$ cat src/rtl/pipe_hazard_ctrl.sv
// Stall/flush/next-PC controller for the 5-stage pipeline: load-use interlock,
// ID-stage redirects, data-memory wait with timeout, and a stall-cycle counter.
module pipe_hazard_ctrl #(
  parameter int REG_AW      = 5,
  parameter int CNT_W       = 16,
  parameter int MEM_TIMEOUT = 64
) (
  input  logic              clk_i,
  input  logic              rst_i,
  input  logic              start_i,
  input  logic              idex_memread_i,
  input  logic [REG_AW-1:0] idex_rd_i,
  input  logic [REG_AW-1:0] ifid_rs_i,
  input  logic [REG_AW-1:0] ifid_rt_i,
  input  logic              ifid_uses_rt_i,
  input  logic              branch_taken_i,
  input  logic              jump_i,
  input  logic              mem_req_i,
  input  logic              mem_ack_i,
  output logic              pc_stall_o,
  output logic              ifid_stall_o,
  output logic              ifid_flush_o,
  output logic              idex_bubble_o,
  output logic              exmem_stall_o,
  output logic              memwb_bubble_o,
  output logic [1:0]        pc_sel_o,
  output logic [CNT_W-1:0]  stall_cnt_o,
  output logic              timeout_o
);

  // The wait counter only ever needs to reach MEM_TIMEOUT-1.
  localparam int WAIT_W = (MEM_TIMEOUT > 2) ? $clog2(MEM_TIMEOUT) : 1;
  localparam logic [WAIT_W-1:0] WAIT_LAST = WAIT_W'(MEM_TIMEOUT - 1);
  localparam logic [WAIT_W-1:0] WAIT_ONE  = WAIT_W'(1);
  localparam logic [CNT_W-1:0]  CNT_ONE   = CNT_W'(1);

  typedef enum logic [1:0] {
    IDLE,
    RUN,
    MEM_WAIT,
    HALT
  } state_e;

  state_e             state_q, state_d;
  logic [WAIT_W-1:0]  waitCnt_q, waitCnt_d;
  logic [CNT_W-1:0]   stallCnt_q, stallCnt_d;
  logic               timeout_q, timeout_d;

  logic loadUse;
  logic idleOut, freezeOut, idRules;

  assign loadUse = idex_memread_i && (idex_rd_i != '0) &&
                   ((idex_rd_i == ifid_rs_i) ||
                    (ifid_uses_rt_i && (idex_rd_i == ifid_rt_i)));

  always_comb begin
    state_d   = state_q;
    waitCnt_d = waitCnt_q;
    timeout_d = timeout_q;
    idleOut   = 1'b0;
    freezeOut = 1'b0;
    idRules   = 1'b0;

    unique case (state_q)
      IDLE: begin
        idleOut = 1'b1;
        if (start_i) state_d = RUN;
      end
      RUN: begin
        if (!start_i) begin
          idleOut = 1'b1;
          state_d = IDLE;
        end else if (mem_req_i && !mem_ack_i) begin
          freezeOut = 1'b1;
          state_d   = MEM_WAIT;
          waitCnt_d = WAIT_ONE;
        end else begin
          idRules = 1'b1;
        end
      end
      MEM_WAIT: begin
        // start_i is only honoured once the outstanding access completes.
        if (mem_ack_i) begin
          idRules   = 1'b1;
          waitCnt_d = '0;
          state_d   = start_i ? RUN : IDLE;
        end else begin
          freezeOut = 1'b1;
          if (waitCnt_q == WAIT_LAST) begin
            state_d   = HALT;
            timeout_d = 1'b1;
          end else begin
            waitCnt_d = waitCnt_q + WAIT_ONE;
          end
        end
      end
      HALT: begin
        freezeOut = 1'b1;
      end
      default: begin
        state_d = IDLE;
      end
    endcase
  end

  // Load-use beats any redirect: the branch/jump is re-evaluated next cycle.
  always_comb begin
    pc_stall_o     = 1'b0;
    ifid_stall_o   = 1'b0;
    ifid_flush_o   = 1'b0;
    idex_bubble_o  = 1'b0;
    exmem_stall_o  = 1'b0;
    memwb_bubble_o = 1'b0;
    pc_sel_o       = 2'b00;

    if (idleOut) begin
      pc_stall_o   = 1'b1;
      ifid_stall_o = 1'b1;
    end else if (freezeOut) begin
      pc_stall_o     = 1'b1;
      ifid_stall_o   = 1'b1;
      exmem_stall_o  = 1'b1;
      memwb_bubble_o = 1'b1;
    end else if (idRules) begin
      if (loadUse) begin
        pc_stall_o    = 1'b1;
        ifid_stall_o  = 1'b1;
        idex_bubble_o = 1'b1;
      end else if (jump_i) begin
        pc_sel_o     = 2'b10;
        ifid_flush_o = 1'b1;
      end else if (branch_taken_i) begin
        pc_sel_o     = 2'b01;
        ifid_flush_o = 1'b1;
      end
    end
  end

  always_comb begin
    stallCnt_d = stallCnt_q;
    if ((state_q == RUN || state_q == MEM_WAIT) && pc_stall_o &&
        (stallCnt_q != '1)) begin
      stallCnt_d = stallCnt_q + CNT_ONE;
    end
  end

  always_ff @(posedge clk_i or negedge rst_i) begin
    if (!rst_i) begin
      state_q    <= IDLE;
      waitCnt_q  <= '0;
      stallCnt_q <= '0;
      timeout_q  <= 1'b0;
    end else begin
      state_q    <= state_d;
      waitCnt_q  <= waitCnt_d;
      stallCnt_q <= stallCnt_d;
      timeout_q  <= timeout_d;
    end
  end

  assign stall_cnt_o = stallCnt_q;
  assign timeout_o   = timeout_q;

endmodule

$ cat config.mk
export PLATFORM = sky130hd
export DESIGN_NAME = pipe_hazard_ctrl
export DESIGN_NICKNAME = d
export VERILOG_FILES = /design/src/rtl/pipe_hazard_ctrl.sv
export SDC_FILE = /design/constraint.sdc
export NUM_CORES = 1
export LEC_CHECK = 0
export CAP_MARGIN = 20
export CELL_PAD_IN_SITES_DETAIL_PLACEMENT = 1
export CELL_PAD_IN_SITES_GLOBAL_PLACEMENT = 1
export CORE_MARGIN = 8
export CORE_UTILIZATION = 35
export DETAILED_ROUTE_END_ITERATION = 8
export GPL_ROUTABILITY_DRIVEN = 0
export GPL_TIMING_DRIVEN = 0
export PLACE_DENSITY = 0.8
export REMOVE_ABC_BUFFERS = 1
export SETUP_SLACK_MARGIN = 0.15
export SYNTH_ARGS = -nofsm -noshare
export SYNTH_HDL_FRONTEND = slang
export SYNTH_SLANG_ARGS = --single-unit
$ cat constraint.sdc
create_clock -name clk_i -period 3.9 [get_ports clk_i]
set_input_delay 1.17 -clock clk_i [delete_from_list [all_inputs] [get_ports clk_i]]
set_output_delay 1.17 -clock clk_i [all_outputs]
set_load 0.01 [all_outputs]
Yosys cells after proc, flatten, opt, wreduce, memory -nomap -nowiden

Cells that the tools add are included.

Input port bits: 24
Bits in registers: 25
Word-level logic and storage cells: 78

Bitwise gates (word level): 1
Multiplexer cells: 42
Reduce and logical (&&, ||, !) cells: 16
Eq/ne operators: 13
Add/subtract/negate cells: 2

Operators with widths:

| cell                  | number |
|---|---|
| $mux 6                | 4 |
| $mux 1                | 23 |
| $mux 2                | 10 |
| $add 16x1->16 const B | 1 |
| $ne 16x16->1 const B  | 1 |
| $pmux 6 s2            | 1 |
| $eq 5x5->1            | 2 |
| $ne 3x3->1 const B    | 3 |
| $reduce_and 4->1      | 2 |
| $add 6x1->6 const B   | 1 |
| $eq 6x6->1 const B    | 1 |
| $logic_and 1x1->1     | 6 |
| $ne 2x2->1 const B    | 3 |
| $pmux 2 s3            | 1 |
| $reduce_bool 5->1     | 1 |
| $eq 2x2->1 const B    | 2 |
| $pmux 1 s2            | 2 |
| $pmux 1 s3            | 1 |
| $reduce_and 3->1      | 1 |
| $reduce_bool 3->1     | 1 |
| $eq 2x1->1 const B    | 1 |
| $logic_not 2->1       | 1 |
| $logic_or 1x1->1      | 2 |
| $reduce_bool 2->1     | 1 |
| other kinds (2)       | 2 |

Longest topological paths before layout

Depth after elaboration: 10
Mapped depth: 10

Worst setup path after synthesis

OpenSTA, ideal clock, no wires.

Kind: input-to-output
Start: input port idex_rd_i[3]
End: output port pc_stall_o
Buffers on the path: 1
Stages: 6
Data arrival time: 2.592 ns
Slack: 0.138 ns
Path through: xor2_1 nor4_1 a32oi_1 or2_2 o21ai_0 buf_4

Cells in the longest elaborated chain, start to end: 8
Elaborated cells on any way between the ends: 11

RTL lines:

| element               | line | source |
|---|---|---|
| start, declared       | 12   | `input logic [REG_AW-1:0] idex_rd_i,` |
| $eq 5x5->1            | 54   | `(ifid_uses_rt_i && (idex_rd_i == ifid_rt_i)));` |
| $logic_and 1x1->1     | 54   |  |
| $logic_or 1x1->1      | 53   | `((idex_rd_i == ifid_rs_i) \|\|` |
| $logic_and 1x1->1 *   | 52   | `assign loadUse = idex_memread_i && (idex_rd_i != '0) &&` |
| $mux 1 * (4 in a row) | --   |  |
| end, declared         | 20   | `output logic pc_stall_o,` |

Every way passes the cells marked *; elsewhere a longest branch is shown, timed or not.

Worst setup path in the final report

Start: input port ifid_rt_i[0]
End: output port pc_sel_o[0]

Cells in the longest elaborated chain, start to end: 8

RTL lines:

| element           | line | source |
|---|---|---|
| start, declared   | 14   | `input logic [REG_AW-1:0] ifid_rt_i,` |
| $eq 5x5->1        | 54   |  |
| $logic_and 1x1->1 | 54   |  |
| $logic_or 1x1->1  | 53   |  |
| $logic_and 1x1->1 | 52   |  |
| $mux 2            | 125  | `if (loadUse) begin` |
| $mux 2            | 124  | `end else if (idRules) begin` |
| $mux 2            | 119  | `end else if (freezeOut) begin` |
| $mux 2            | 116  | `if (idleOut) begin` |
| end, declared     | 26   | `output logic [1:0] pc_sel_o,` |

Every way passes these cells.

==> results.py <==
metrics = {
    "route": {
        "wl_per_cell_um": 15.74,
        "detail_route.iter0.violations": 25,
        "drt_drc_violations_left": 0,
        "detailroute.via_count": 1402,
        "drt-pass1-iter-count": 3,
        "detail-route-antenna-nets": 0,
        "routed_via_density": 5.173,
        "route.final.wire_length_mm": 4.266,
    },
    "worst_setup_path": {
        "cp_cell_sequence": "clkdlybuf4s50_1, xnor2_1, a32oi_1, or2_4, nand3_4, nor3b_2, buf_2",
        "worstSetupPathType": "in2out",
        "critPathCaptureType": "output pin",
        "critPathArrivalTime_ns": 2.56,
        "rrSetupSlack_ns": 1.29,
        "r2r-start": "state_q[1]",
        "crit_required_ns": 2.73,
        "crit_path_start": "ifid_rt_i[0]",
        "reg2reg_to": "stall_cnt_o[1]",
        "worst-path-max-fanout": 3,
        "endpoint": "pc_sel_o[0]",
        "worst_r2r_path_depth": 7,
        "worst_path_largest_cell_delay_ns": 0.42,
        "cp_slowest_cell": "sky130_fd_sc_hd__clkdlybuf4s50_1",
        "startpoint_type": "primary input",
    },
    "sta": {
        "clock_skew_ns": 0.0008251,
        "finalCritPeriodShare_pct": 95.61,
        "fmax_mhz": 268.2,
        "rsz_0062_raised_after_global_routing": "yes",
        "fin_crit_ns": 3.729,
        "worst-slew-pin-transition_ns": 0.6867,
        "finalHoldViolations": 0,
        "setup_violations": 0,
        "maxSlewHeadroom_pct": 54.22,
        "fin_worst_hold_slack_ns": 0.4764,
        "pins_over_their_slew_limit": 0,
    },
    "synth": {
        "synthTopCellsByCount": "sky130_fd_sc_hd__dfrtp_1 (25), sky130_fd_sc_hd__nand2_1 (18), sky130_fd_sc_hd__xnor2_1 (15)",
        "synth-edff-count": 0,
        "synth_area_per_cell_um2": 9.406,
        "number_of_standard_cells_after_synthesis": 170,
        "yosys_register_bits": 25,
        "most_area_consuming_cells_after_synthesis": "sky130_fd_sc_hd__dfrtp_1 (39%), sky130_fd_sc_hd__xnor2_1 (8.2%), sky130_fd_sc_hd__xor2_1 (7.1%)",
        "synth_top_area_share_pct": 39.12,
        "netlist-cell-type-count": 37,
        "dominantRegCellSynth": "sky130_fd_sc_hd__dfrtp_1",
        "yosysSeqAreaShare_pct": 39.12,
        "yosysTopAreaCell": "sky130_fd_sc_hd__dfrtp_1",
        "synth_async_sr_flop_share_pct": 100.0,
        "synthMostInstantiatedCell": "sky130_fd_sc_hd__dfrtp_1",
        "mappedNetlistArea_um2": 1599,
        "synth_warnings": 0,
    },
    "cts": {
        "clk_path_buf_depth": 2,
        "clock-sinks": 25,
        "clock_insertion_delay_worst_skew_ns": 0.27,
        "cts_hold_buf": 0,
        "clk_transition_reported_paths_ns": 0.09,
        "clock_tree.htree_level_count": 1,
        "tritoncts": "yes",
        "clock_tree.root_cell": "sky130_fd_sc_hd__clkbuf_8",
        "numCtsBuffers": 3,
    },
    "power_and_ir_drop": {
        "ir_worst_vdd_v": 0.0002908,
        "power_leakage_nw": 0.9251,
        "power_per_cell_area_nw_per_um2": 512.5,
    },
    "floorplan": {
        "core_area_um2": 4384,
        "die-width_um": 83.59,
        "dieArea_um2": 6987,
        "floorplan.initialDensity_pct": 36.47,
        "placement_rows": 24,
        "number_of_top_level_pins": 49,
        "die-height_um": 83.59,
    },
    "global_routing": {
        "number_of_antenna_violations_at_the_first_check_in_global_routing": 0,
        "grt_first_pass_wirelength_mm": 7.079,
        "overall_overflow_remaining_after_global_route": 0,
        "globalRouteTotalUtil_pct": 11.79,
        "grt_start_max_net_pins": 21,
        "grt_pass1_vias": 1527,
    },
    "layout": {
        "layoutNonFillerInstCount": 271,
        "layout-drive-gt1-share_pct": 18.26,
        "nNetsFinal": 250,
        "fillers": 525,
        "flow.area_growth_from_synthesis_pct": 34.74,
        "diodes": 0,
    },
    "outcome": {
        "run_status": "finished clean",
    },
    "place": {
        "dpl.hpwl_mm": 3.348,
        "dp_cells": 264,
        "placement.io_buffers": 48,
    },
    "worst_hold_path": {
        "timing.hold.worst.class": "reg2reg",
        "min_delay_path_depth": 1,
    },
    "flow_run": {
        "max_capacitance_violation_total": 0,
    },
}
## worst min-delay path by stage
stage / slack [ns] / start / end
2_1_floorplan: 0.50 / state_q[1] / state_q[1]
3_5_place_dp: 0.46 / timeout_o / timeout_o
5_1_grt: 0.51 / timeout_o / timeout_o
6_report: 0.48 / timeout_o / timeout_o
3_3_place_gp: 0.45 / timeout_o / timeout_o
4_1_cts: 0.48 / timeout_o / timeout_o
## metal layers
layer  GRT usage, %  vias up  part of all wire (%)
met2          19.51       34                    49
li1               -      683                     -
met5              0        -                     0
met3          5.957        2                   8.4
met1          13.57      683                    42
met4          1.413        0                  0.47
## cell families (layout without fill, tap and decap cells)
group                      after synthesis  after routing  share of synthesized area, %
AOI/OAI and AO/OA                       21             21                         10.96
xor gates and xnor gates                28             28                         15.34
adders and majority gates                6              6                         4.695
buffers and inverters                   17             66                         5.477
DFF                                     25             25                         39.12
muxes                                    2              2                         1.408
and+or+nand+nor                         71             71                         23.01
## where the power goes
group | switching, W | internal (W) | leakage, nW
clock network | 0.0000816 | 0.0000731 | 0.0228
registers | 0.0000749 | 0.000317 | 0.330
logic | 0.000301 | 0.000257 | 0.572
total | 0.000457 | 0.000647 | 0.925
## stage by stage
step                cell area, um^2  utilization, %  TNS (ns)  setup slack (ns)  total power [W]
global placement               2095           47.77    -4.195           -0.7398        0.0009205
floorplan                      1549               -         0            0.1833        0.0007066
detailed placement             2122           48.40    -4.605           -0.8423        0.0009503
CTS                            2161           49.29         0            0.1451         0.001108
global route                   2155           49.14         0            0.1195         0.001182
finish                         2155           49.14         0            0.1713         0.001104
## registers in the layout, indices dropped and copies added (netlist names)
signal       cells
waitCnt_q        6
state_q          2
timeout_o        1
stall_cnt_o     16
## critical path: cells and delay by family
kind	cells	cell delay (ns)
compound gates	1	0.24
xor+xnor	1	0.13
simple gates	3	0.44
buf+inv	2	0.58
## layout by cell type (no fill, tap or decap), types with 2 or more instances in the layout
cell,instances
sky130_fd_sc_hd__inv_1,10
sky130_fd_sc_hd__nand3_1,3
sky130_fd_sc_hd__clkbuf_2,6
sky130_fd_sc_hd__xor2_1,13
sky130_fd_sc_hd__o21ai_0,5
sky130_fd_sc_hd__clkbuf_8,3
sky130_fd_sc_hd__clkdlybuf4s50_1,24
sky130_fd_sc_hd__xnor2_1,15
sky130_fd_sc_hd__buf_4,4
sky130_fd_sc_hd__a21oi_1,3
sky130_fd_sc_hd__and3_1,5
sky130_fd_sc_hd__or2_2,2
sky130_fd_sc_hd__nor2b_1,2
sky130_fd_sc_hd__buf_2,8
sky130_fd_sc_hd__o21ai_2,3
sky130_fd_sc_hd__dlygate4sd2_1,7
sky130_fd_sc_hd__nor3_1,4
sky130_fd_sc_hd__nand4_1,12
sky130_fd_sc_hd__mux2_2,2
sky130_fd_sc_hd__dfrtp_1,25
sky130_fd_sc_hd__ha_1,6
sky130_fd_sc_hd__nand2_1,18
sky130_fd_sc_hd__o211ai_1,2
sky130_fd_sc_hd__nor2_1,13
sky130_fd_sc_hd__and2b_2,2
## area by class of cell
cell class	count	area, um^2	share of cell area [%]
clock buffer	4	45.04	2.091
inverter	10	37.54	1.742
multi-input combinational	128	930.9	43.21
sequential	25	625.6	29.04
tap	52	65.06	3.020
timing repair buffer	52	450.4	20.91
## repair_timing
| action | CTS | global route |
|---|---|---|
| pin swaps | 12 | 6 |
| gates resized for setup | 64 | 18 |
| hold endpoints to repair | 0 | 0 |
| buffers inserted | 3 | 0 |
| setup endpoints to repair | 8 | 7 |
(Power assumes the default switching activity.)
